$ cat config.mk
export PLATFORM = sky130hd
export DESIGN_NAME = fpaddsub_round_pipe
export DESIGN_NICKNAME = d
export VERILOG_FILES = /design/src/rtl/fpaddsub_pkg.sv /design/src/rtl/fpaddsub_round_core.sv /design/src/rtl/fpaddsub_round_pipe.sv
export SDC_FILE = /design/constraint.sdc
export NUM_CORES = 1
export LEC_CHECK = 0
export BUFFER_PORTS_ARGS = -buffer_cell sky130_fd_sc_hd__buf_2
export CAP_MARGIN = 20
export CORE_MARGIN = 5
export CORE_UTILIZATION = 39
export CTS_CLUSTER_DIAMETER = 100
export DETAILED_ROUTE_END_ITERATION = 6
export PLACE_DENSITY = 0.66
export REMOVE_ABC_BUFFERS = 1
export SLEW_MARGIN = 30
export SYNTH_ARGS = -nofsm -noshare
export SYNTH_HDL_FRONTEND = slang
export SYNTH_SLANG_ARGS = --single-unit
$ cat constraint.sdc
create_clock -name clk -period 1 [get_ports clk]
set_input_delay 0.15 -clock clk [delete_from_list [all_inputs] [get_ports clk]]
set_output_delay 0.15 -clock clk [all_outputs]
set_load 0.1 [all_outputs]
$ cat src/rtl/fpaddsub_pkg.sv
// Shared widths, constants and stage payloads for the FP add/sub rounding pipeline.
package fpaddsub_pkg;

    localparam int unsigned EXP_W = 3;
    localparam int unsigned FRAC_W = 3;
    localparam int unsigned RES_W = 1 + EXP_W + FRAC_W;
    localparam logic [EXP_W-1:0] EXP_INF = 3'b111;

    // S1: rounding already applied; hidden bit dropped since only the fraction is packed.
    typedef struct packed {
        logic              sign;
        logic              zero;
        logic              neg_e;
        logic              nx;
        logic [EXP_W:0]    expn;
        logic [FRAC_W-1:0] frac;
    } s1_payload_t;

    typedef struct packed {
        logic [RES_W-1:0] result;
        logic             of;
        logic             uf;
        logic             nx;
    } s2_payload_t;

endpackage

$ cat src/rtl/fpaddsub_round_core.sv
// Combinational round-to-nearest-even and result classification/packing.
module fpaddsub_round_core
    import fpaddsub_pkg::*;
(
    input  logic [FRAC_W:0]  i_norm_m,
    input  logic [EXP_W:0]   i_norm_e,
    input  logic             i_zero_sum,
    input  logic             i_neg_e,
    input  logic             i_fg,
    input  logic             i_r,
    input  logic             i_s,
    input  logic             i_sign,
    output s1_payload_t      o_s1,
    input  s1_payload_t      i_s1,
    output s2_payload_t      o_s2
);

    logic              w_round_up;
    logic              w_carry;
    logic [FRAC_W-1:0] w_frac;

    always_comb begin
        w_round_up = i_fg & (i_r | i_s | i_norm_m[0]);
        // Mantissa carry-out only when all four bits are set; fraction wraps to 000 then.
        w_carry    = w_round_up & (&i_norm_m);
        w_frac     = i_norm_m[FRAC_W-1:0] + FRAC_W'(w_round_up);

        o_s1       = '0;
        o_s1.sign  = i_sign;
        o_s1.zero  = i_zero_sum;
        o_s1.neg_e = i_neg_e;
        o_s1.nx    = i_fg | i_r | i_s;
        o_s1.expn  = i_norm_e + (EXP_W + 1)'(w_carry);
        o_s1.frac  = w_frac;
    end

    always_comb begin
        o_s2 = '0;
        if (!i_s1.zero) begin
            if (i_s1.neg_e || (i_s1.expn == '0)) begin
                o_s2.result = {i_s1.sign, {(RES_W - 1){1'b0}}};
                o_s2.uf     = 1'b1;
                o_s2.nx     = 1'b1;
            end else if (i_s1.expn >= {1'b0, EXP_INF}) begin
                o_s2.result = {i_s1.sign, EXP_INF, {FRAC_W{1'b0}}};
                o_s2.of     = 1'b1;
                o_s2.nx     = 1'b1;
            end else begin
                o_s2.result = {i_s1.sign, i_s1.expn[EXP_W-1:0], i_s1.frac};
                o_s2.nx     = i_s1.nx;
            end
        end
    end

endmodule

$ cat src/rtl/fpaddsub_round_pipe.sv
// Two-stage valid/ready rounding pipeline with sticky exception flags.
module fpaddsub_round_pipe
    import fpaddsub_pkg::*;
(
    input  logic             clk,
    input  logic             rst_n,
    input  logic             in_valid,
    output logic             in_ready,
    input  logic [FRAC_W:0]  norm_m,
    input  logic [EXP_W:0]   norm_e,
    input  logic             zero_sum,
    input  logic             neg_e,
    input  logic             fg,
    input  logic             r,
    input  logic             s,
    input  logic             sign_in,
    output logic             out_valid,
    input  logic             out_ready,
    output logic [RES_W-1:0] result,
    output logic             of,
    output logic             uf,
    output logic             nx,
    input  logic             clr_flags,
    output logic [2:0]       flags_sticky
);

    s1_payload_t w_s1_d;
    s2_payload_t w_s2_d;
    s1_payload_t r_s1;
    s2_payload_t r_s2;
    logic        r_s1_valid;
    logic        r_s2_valid;
    logic [2:0]  r_flags_sticky;
    logic        w_s2_adv;
    logic        w_s1_adv;
    logic        w_out_xfer;
    logic [2:0]  w_out_flags;

    fpaddsub_round_core u_core (
        .i_norm_m   (norm_m),
        .i_norm_e   (norm_e),
        .i_zero_sum (zero_sum),
        .i_neg_e    (neg_e),
        .i_fg       (fg),
        .i_r        (r),
        .i_s        (s),
        .i_sign     (sign_in),
        .o_s1       (w_s1_d),
        .i_s1       (r_s1),
        .o_s2       (w_s2_d)
    );

    always_comb begin
        w_s2_adv    = ~r_s2_valid | out_ready;
        w_s1_adv    = ~r_s1_valid | w_s2_adv;
        w_out_xfer  = r_s2_valid & out_ready;
        w_out_flags = {r_s2.of, r_s2.uf, r_s2.nx};
    end

    always_ff @(posedge clk or negedge rst_n) begin
        if (!rst_n) begin
            r_s1_valid <= 1'b0;
            r_s1       <= '0;
            r_s2_valid <= 1'b0;
            r_s2       <= '0;
        end else begin
            if (w_s1_adv) begin
                r_s1_valid <= in_valid;
                if (in_valid) begin
                    r_s1 <= w_s1_d;
                end
            end
            if (w_s2_adv) begin
                r_s2_valid <= r_s1_valid;
                if (r_s1_valid) begin
                    r_s2 <= w_s2_d;
                end
            end
        end
    end

    // A clear coinciding with a transfer keeps that transfer's flags.
    always_ff @(posedge clk or negedge rst_n) begin
        if (!rst_n) begin
            r_flags_sticky <= '0;
        end else if (clr_flags) begin
            r_flags_sticky <= w_out_xfer ? w_out_flags : 3'b000;
        end else if (w_out_xfer) begin
            r_flags_sticky <= r_flags_sticky | w_out_flags;
        end
    end

    assign in_ready     = w_s1_adv;
    assign out_valid    = r_s2_valid;
    assign result       = r_s2.result;
    assign of           = r_s2.of;
    assign uf           = r_s2.uf;
    assign nx           = r_s2.nx;
    assign flags_sticky = r_flags_sticky;

endmodule

=== After elaboration in Yosys (flattened, before gate mapping) ===
Cells that the tools add are included.

* Output and inout bits: 15
* Input bits: 19
* Word-level logic and storage cells: 45
* Flip-flop bits (word level): 26

* Bitwise gates (word level): 12
* Reductions and logical operators: 6
* $add $sub $neg: 2
* Mux-type cells: 11
* Magnitude comparators: 1

{| class="wikitable"
|+ Operators with widths
! cell !! count
|-
| $mux W6 || 2
|-
| $mux W10 || 1
|-
| $mux W3 || 3
|-
| $or A1 B1 Y1 || 6
|-
| $mux W1 || 5
|-
| $add A4 B1 Y4 || 1
|-
| $ge A4 B3 Y1 const B || 1
|-
| $logic_not A4 Y1 || 1
|-
| $reduce_and A2 Y1 || 2
|-
| $reduce_and A4 Y1 || 1
|-
| $add A3 B1 Y3 || 1
|-
| $and A1 B1 Y1 || 3
|-
| $or A3 B3 Y3 || 1
|-
| $not A1 Y1 || 2
|-
| $reduce_bool A2 Y1 || 1
|-
| $logic_or A1 B1 Y1 || 1
|}

=== Depth between registers and ports, before layout ===
Gate-level depths: netlist (run 1).

* Depth after elaboration: 5
* Depth in mapped cells: 6
* Mapped depth without buffers: 6

=== By module ===
Synthesis (run 1) repeated with hierarchy kept, for this count alone.

* Cell total of the unflattened synthesis: 104
* Area, all modules: 1318.8 um2

{| class="wikitable"
|+ Modules (own cells, without submodules)
! module !! instances !! sequential area each (um2) !! cells an instance !! area each (um2)
|-
| fpaddsub_round_pipe || 1 || 650.6 || 63 || 1034.7
|-
| fpaddsub_round_core || 1 || 0.0 || 41 || 284.0
|}

=== Least setup slack after synthesis (run 1) ===
OpenSTA, ideal clock, no wires.

* Path type: flip-flop to flip-flop
* Start: reg r_s2_valid (netlist: out_valid)
* End: reg r_s1[10] (netlist name)
* Arrival time: 2396 ps
* Period minus slack after synthesis: 2521 ps
* Cell stages (with the launch flop): 4
* Setup time: 125 ps
* Slack: -1521 ps
* Path through: dfrtp_1 nand3b_2 nand2_2 mux2_2

* Word-level cells in the longest chain between the ends: 4

{| class="wikitable"
|+ RTL lines
! what !! RTL line !! RTL
|-
| start: declaration || fpaddsub_round_pipe.sv:32 || <nowiki>logic r_s2_valid;</nowiki>
|-
| start signal: assignment || fpaddsub_round_pipe.sv:74 || <nowiki>r_s2_valid <= r_s1_valid;</nowiki>
|-
| $not A1 Y1 || fpaddsub_round_pipe.sv:54 || <nowiki>w_s2_adv = ~r_s2_valid | out_ready;</nowiki>
|-
| $or A1 B1 Y1 || fpaddsub_round_pipe.sv:54 ||
|-
| $or A1 B1 Y1 || fpaddsub_round_pipe.sv:55 || <nowiki>w_s1_adv = ~r_s1_valid | w_s2_adv;</nowiki>
|-
| via in_ready || fpaddsub_round_pipe.sv:8 || <nowiki>output logic in_ready,</nowiki>
|-
| $reduce_and A2 Y1 (no source line) || -- ||
|-
| end signal: assignment || fpaddsub_round_pipe.sv:70 || <nowiki>r_s1 <= w_s1_d;</nowiki>
|-
| end: declaration || fpaddsub_round_pipe.sv:29 || <nowiki>s1_payload_t r_s1;</nowiki>
|}

The timed path passes the listed nets, and every way through them passes these cells.
A chain may end at the register's enable or synchronous reset.

=== Final worst setup path (run 1) ===
* Start: reg r_s2_valid (netlist: out_valid)
* End: out in_ready

* Word-level cells in the longest chain between the ends: 3

{| class="wikitable"
|+ RTL lines
! what !! RTL line
|-
| $not A1 Y1 || fpaddsub_round_pipe.sv:54
|-
| $or A1 B1 Y1 || fpaddsub_round_pipe.sv:54
|-
| $or A1 B1 Y1 || fpaddsub_round_pipe.sv:55
|-
| end: declaration || fpaddsub_round_pipe.sv:8
|}

Every way passes these cells.

==> run_results.csv, run 1 <==
group,metric,value,unit
die,die_w,64.3,um
worst_setup_path,path_class,"flip-flop to output pin",
power,p_sw,0.00155,W
place,place.gp.congestion,0.730,
power,sw_frac_of_total,39.4,%
clocking,clkTransAtPathRegs,0.14,ns
timing,clock_skew,0.00420,ns
timing,min_period,1.29,ns
logic_synthesis,synth-warning-count,0,
global_route,grt.overflow.total,0,
timing,period_share,129,%
logic_synthesis,ys_seq_area_share,56.5,%
place,portBuffers,33,
clocking,htree_levels,1,
worst_setup_path,cp-end-kind,"output pin",
routing,via_per_inst,5.12,
clocking,tritoncts,"built",
worst_setup_path,required,0.85,ns
timing,final-max-slew-violation-count,0,
place,dp.cells,189,
timing,relSlewSlack,81.4,%
clocking,ctsLongestPathBuffers,2,
worst_setup_path,cp-start-kind,"flip-flop",
timing,tightestPinTransition,0.279,ns
clocking,cts.sinks,26,
die,die-area,0.00414,mm^2
logic_synthesis,synth_cell_types,29,
cells_and_area,num_antenna_cells,0,
power,leakage,0.992,nW
hold_path,hold_path_class,"primary input to flip-flop",
power,power_density,1940,mW/mm^2
routing,drc,0,
global_route,grt_pass1_wl,4740,um
power,power.internal,0.00238,W
logic_synthesis,yosys_register_bits,26,
die,start_util,41.4,%
global_route,antenna_found_initial,0,
routing,wl_per_cell,14.1,um
worst_setup_path,crit_arrival,1.14,ns
timing,finalHoldViolCount,0,
cells_and_area,final_nets,201,
power,irDropWorstVdd,0.00144,V
flow_run,drv_cap,0,
die,placeableCoreArea,0.00278,mm^2
die,io_pins,34,
power,power_frac_seq,35.5,%
routing,dr.pass1.iters,4,
timing,hold_ws,0.0229,ns
power,clockPowerShare,18.3,%
logic_synthesis,netlist_area,0.00115,mm^2
die,rows,19,
timing,rsz0062_at_grt,"true",
hold_path,whs_path_depth,2,
worst_setup_path,r2r_cells,5,
cells_and_area,fin_cells,209,
global_route,grt_usage,14.3,%
cells_and_area,final_cell_mix,"buf_4, dfrtp_1, buf_2",
cells_and_area,syn_to_final_growth,75.9,%
cells_and_area,final_common_cell,"buf_4",
place,hpwl,1990,um
logic_synthesis,syn_area_per_cell,11.1,um^2
logic_synthesis,syn_inst,104,
routing,vias,1071,
cells_and_area,drive_gt1_share,50.0,%
timing,worst_slack,-0.285,ns
timing,setup_viol,40,
place,dp_worst_setup_slack,-0.472,ns
die,die_y,64.3,um
run_status,run_status,"finished with violations",
global_route,first_global_vias,1063,
routing,drtIter0Drc,50,
run_status,violations,"setup timing",
global_route,grt_max_degree,27,
power,power_frac_comb,46.2,%
timing,max_freq,778,MHz
clocking,root_buffer,"clkbuf_4",
routing,final_antenna_net_count,0,
power,totalPowerFinal,0.00392,W
clocking,cts_made_buffers,3,
routing,drt-total-wl,2960,um
clocking,insertion_delay,0.32,ns
worst_setup_path,cp_max_fo,3,
synth_stat cells:
master    instances  share of area, %
buf_6             1              0.98
nand2b_2          1              0.76
and4_1            1              0.76
nand2_4           1              0.98
a21oi_1           1              0.43
xnor2_1           2               1.5
buf_2             1              0.43
dfrtp_1          26                57
a22o_1            3               2.3
and2_1            1              0.54
nand2b_1          1              0.54
ha_1              3               3.3
and3_1            1              0.54
nand3b_2          1              0.98
o21ai_0          16               7.0
nor2_1            6               2.0
o21ai_1           1              0.43
nor3_1            2              0.87
inv_1             4               1.3
mux2i_1           2               1.7
and4b_1           1              0.87
xor2_1            1              0.76
nor4_1            2               1.1
nand3_1           4               1.7
mux2_2            6               5.9
or2b_1            1              0.65
o41ai_1           1              0.76
nand2_2           1              0.54
nand2_1          12               3.9
final timing paths:
path,startpoint,end,slack (ns)
min reg2reg,r_s1[0],r_s1[0],0.51
max in group asynchronous,rst_n,out_valid,0.57
min,clr_flags,flags_sticky[0],0.02
min in group asynchronous,rst_n,flags_sticky[1],0.27
max,out_valid,in_ready,-0.29
max reg2reg,out_valid,result[2],-0.28
worst max-delay path: stages (launching register included):
cell	delay, ns
dfrtp_2	0.46
nand3b_4	0.09
buf_6	0.10
buf_12	0.16
routing by layer:
metal	routed length, um	GRT usage (%)	part of all wire (%)	vias to the layer above
li1	-	-	-	510
met1	1170	16.4	39	496
met2	1480	25.2	50	55
met3	252	3.15	8.5	10
met4	53	6.11	1.8	0
met5	0	0	0	-
registers in the layout, indices dropped and copies added, names as in the netlist:
signal        flops
result            7
uf                1
r_s1_valid        1
of                1
flags_sticky      3
r_s1             11
nx                1
out_valid         1
cell type report:
class | count | area (um^2)
Timing Repair Buffer | 71 | 709
Inverter | 4 | 15.0
Multi-Input combinational cell | 73 | 557
Sequential cell | 26 | 652
Clock buffer | 3 | 22.5
Clock inverter | 1 | 30.0
Fill cell | 185 | 757
Tap cell | 31 | 38.8
power groups by stage:
stage                     registers (W)  clock network [W]  logic, W
final                           0.00139           0.000719   0.00181
after global routing            0.00141           0.000803   0.00189
after CTS                       0.00138           0.000735   0.00174
after detailed placement        0.00141                  0   0.00160
after global placement          0.00139                  0   0.00157
after floorplan                 0.00201                  0  0.000253
logic make-up after synthesis:
logic type      share of synthesized area [%]
flops                                    56.5
simple gates                             16.7
xor+xnor                                 2.28
compound gates                           10.9
buf+inv                                  2.72
fa+ha+maj                                3.26
mux                                      7.61
timing repair:
action / CTS / global route
hold buffers: 1 / 0
cloned: 1 / 1
pin swaps: 2 / 3
hold endpoints to repair: 26 / 0
resized for setup: 19 / 7
setup endpoints to repair: 36 / 40
setup buffers: 9 / 4
through the flow:
stage	util [%]	setup TNS [ns]	cell area, um^2
after floorplan	-	-27.01	1130
after global placement	62.9	-3.19	1750
after detailed placement	62.9	-4.01	1750
after CTS	70.2	-5.97	1950
after global routing	72.8	-8.62	2020
final	72.8	-6.22	2020
(Power assumes the default switching activity.)
==> run 2: changes to the inputs <==
Settings changed: CAP_MARGIN 20 to not set, PLACE_DENSITY 0.66 to not set, SYNTH_HIERARCHICAL set to 1.
Clock period 1 ns to 1.2 ns, I/O delays scaled along.
==> run_results.csv, run 2 <==
group,metric,value,unit
clocking,ctsLongestPathBuffers,2,
worst_setup_path,cp_num_buf_inv,0,
logic_synthesis,synth_edf_count,0,
die,die_y,68.2,um
hold_path,hold_path_class,"primary input to flip-flop",
global_route,grt.overflow.total,0,
place,portBuffers,33,
global_route,grt_usage,13.4,%
routing,met1_length,1300,um
worst_setup_path,cp-start-kind,"flip-flop",
cells_and_area,final_common_cell,"dfrtp_1",
timing,worst_slack,-0.177,ns
timing,clock_skew,0.000978,ns
cells_and_area,regMostFlops,"r_s1",
routing,vias,982,
routing,via_per_inst,4.74,
routing,drtIter0Drc,9,
logic_synthesis,netlist_area,0.00132,mm^2
logic_synthesis,yosys_register_bits,26,
hold_path,hold-path-endpoint,"flags_sticky[2]",
place,dp.cells,194,
die,die_w,68.2,um
power,power_density,1600,mW/mm^2
power,totalPowerFinal,0.00334,W
clocking,clkTransAtPathRegs,0.13,ns
clocking,htree_levels,1,
global_route,first_global_vias,1033,
cells_and_area,stdcell_area,0.00209,mm^2
die,rows,21,
run_status,violations,"setup timing",
routing,dr.pass1.iters,3,
place,place_area,0.00184,mm^2
worst_setup_path,worstPathCellList,"or3_1, o31a_1, mux2_2",
routing,drt-total-wl,2930,um
cells_and_area,final_cell_mix,"dfrtp_1, buf_4, buf_2",
clocking,cts_made_buffers,3,
power,clockPowerShare,13.4,%
worst_setup_path,slowest_stage,"dfrtp_1",
hold_path,hold_start,"clr_flags",
place,place.gp.congestion,0.850,
cells_and_area,drive_gt1_share,64.6,%
cells_and_area,final-seq-area,652,um^2
worst_setup_path,crit_family,"flip-flops",
global_route,antenna_found_initial,0,
cells_and_area,n_fill_cell,273,
worst_setup_path,crit_arrival,1.61,ns
routing,highest_layer,"met4",
logic_synthesis,synthArstFlopShare,100,%
power,sw_frac_of_total,42.1,%
global_route,grt_pass1_wl,4630,um
global_route,grt_max_degree,27,
routing,dr_wl_met3,118,um
worst_setup_path,cp_num_cells,3,
logic_synthesis,synth-warning-count,6,
worst_setup_path,cp-end-kind,"flip-flop",
routing,drc,0,
logic_synthesis,synth_area_leaders,"dfrtp_1, mux2_4, mux2_2",
run_status,run_status,"finished with violations",
timing,min_period,1.38,ns
die,io_pins,34,
die,die-area,0.00464,mm^2
timing,relSlewSlack,62.2,%
hold_path,whs_path_depth,2,
timing,finalHoldViolCount,0,
logic_synthesis,synth.most_common_cell,"dfrtp_1",
power,power_frac_seq,35.3,%
worst_setup_path,cpPeakStageDelay,0.41,ns
cells_and_area,final_nets,184,
logic_synthesis,ys_seq_area_share,49.3,%
logic_synthesis,netlist.area_leader.share,49.3,%
routing,dr_wl_met2,1440,um
logic_synthesis,syn_inst,104,
routing,wl_per_cell,14.1,um
routing,final_antenna_net_count,0,
power,power_frac_comb,51.3,%
timing,max_freq,726,MHz
cells_and_area,multi_input_area,738,um^2
timing,final-max-slew-violation-count,0,
cells_and_area,num_antenna_cells,0,
worst_setup_path,required,1.43,ns
timing,tightestPinTransition,0.567,ns
cells_and_area,syn_to_final_growth,58.5,%
clocking,insertion_delay,0.33,ns
worst_setup_path,r2r_end,"nx",
timing,hold_ws,0.0491,ns
worst_setup_path,regToRegSetupSlack,-0.18,ns
power,p_sw,0.00141,W
die,start_util,39.8,%
timing,setup_viol,8,
cells_and_area,largest_reg_flops,11,
logic_synthesis,syn_area_per_cell,12.7,um^2
power,power.internal,0.00194,W
worst_setup_path,r2r-start,"r_s1[7]",
place,hpwl,1960,um
timing,period_share,115,%
clocking,root_buffer,"clkbuf_4",
flow_run,drv_cap,0,
worst_setup_path,path_class,"flip-flop to flip-flop",
worst_setup_path,cp_max_fo,2,
die,placeableCoreArea,0.00331,mm^2
clocking,cts.sinks,26,
worst_setup_path,r2r_cells,3,
clocking,tritoncts,"built",
logic_synthesis,synth_cell_types,32,
timing,rsz0062_at_grt,"true",
power,leakage,0.986,nW
logic_synthesis,synthTopCellsByCount,"dfrtp_1, mux2_2, mux2_4",
power,irDropWorstVdd,0.000443,V
logic_synthesis,synth_ff_type,"dfrtp_1",
logic_synthesis,yosysTopAreaCell,"dfrtp_1",
cells_and_area,fin_cells,207,
place,dp_worst_setup_slack,-0.391,ns
==> run 2: changes by cell type in the layout (fill, tap and decap cells not counted), moves of 3 or more <==
cell and change:
buf_4 -12, nand2_1 -12, mux2_4 +11, o21ai_1 -10, mux2_2 +4, o21ai_0 -4
a22o_1 -3, nand2b_2 +3, nor2_2 +3
==> run 2: timing repair <==
item | 4_1_cts | 5_1_grt
endpoints found under the hold margin | 26 | 0
setup buffers | 2 | 4
hold buffers | 1 | 0
setup endpoints to repair | 15 | 24
resized for setup | 9 | 20
pin swaps | 3 | 10
cloned | 1 | 1
==> run 2: per-stage QoR <==
| stage | util [%] | TNS (ns) |
|---|---|---|
| 5_1_grt | 63.2 | -1.19 |
| 2_1_floorplan | - | -19.47 |
| 3_3_place_gp | 55.7 | -1.41 |
| 4_1_cts | 59.0 | -0.966 |
| 6_report | 63.2 | -0.639 |
| 3_5_place_dp | 55.7 | -1.81 |
==> run 2: layout make-up <==
cell class | instances | share of cell area (%)
Multi-Input combinational cell | 69 | 35.3
Sequential cell | 26 | 31.2
Timing Repair Buffer | 57 | 28.1
Tap cell | 46 | 2.75
Clock buffer | 4 | 1.74
Inverter | 5 | 0.898
==> run 2: cells by family (layout without fill, tap and decap cells) <==
kind of cell / count (synthesis) / after routing / synth area share, %
AND/OR/NAND/NOR: 32 / 34 / 15.7
flip-flops: 26 / 26 / 49.3
multiplexers: 22 / 22 / 21.5
buffers and inverters: 11 / 66 / 5.22
AO/OA/AOI/OAI: 7 / 7 / 3.42
adder cells (fa/ha/maj): 3 / 3 / 2.85
XOR/XNOR: 3 / 3 / 1.99
==> run 2: power groups by stage <==
stage          Combinational, W  Sequential, W  Clock [W]
2_1_floorplan          0.000319        0.00177          0
3_3_place_gp            0.00154        0.00118          0
3_5_place_dp            0.00156        0.00118          0
4_1_cts                 0.00161        0.00117   0.000470
5_1_grt                 0.00178        0.00120   0.000502
6_report                0.00171        0.00118   0.000448
==> run 2: how the worst max path moves through the flow <==
stage               startpoint  slack (ns)       to
global route           r_s1[7]       -0.19       nx
global placement     norm_m[0]       -0.35  r_s1[5]
finish                 r_s1[7]       -0.18       nx
detailed placement   norm_m[0]       -0.39  r_s1[5]
floorplan            out_valid       -1.06  r_s1[2]
CTS                    r_s1[6]       -0.15       nx
==> run 2: routing by layer <==
metal	up-vias	GRT usage [%]
met1	471	16.5
met2	31	22.1
met3	5	1.64
met5	-	0
li1	475	-
met4	0	8.19
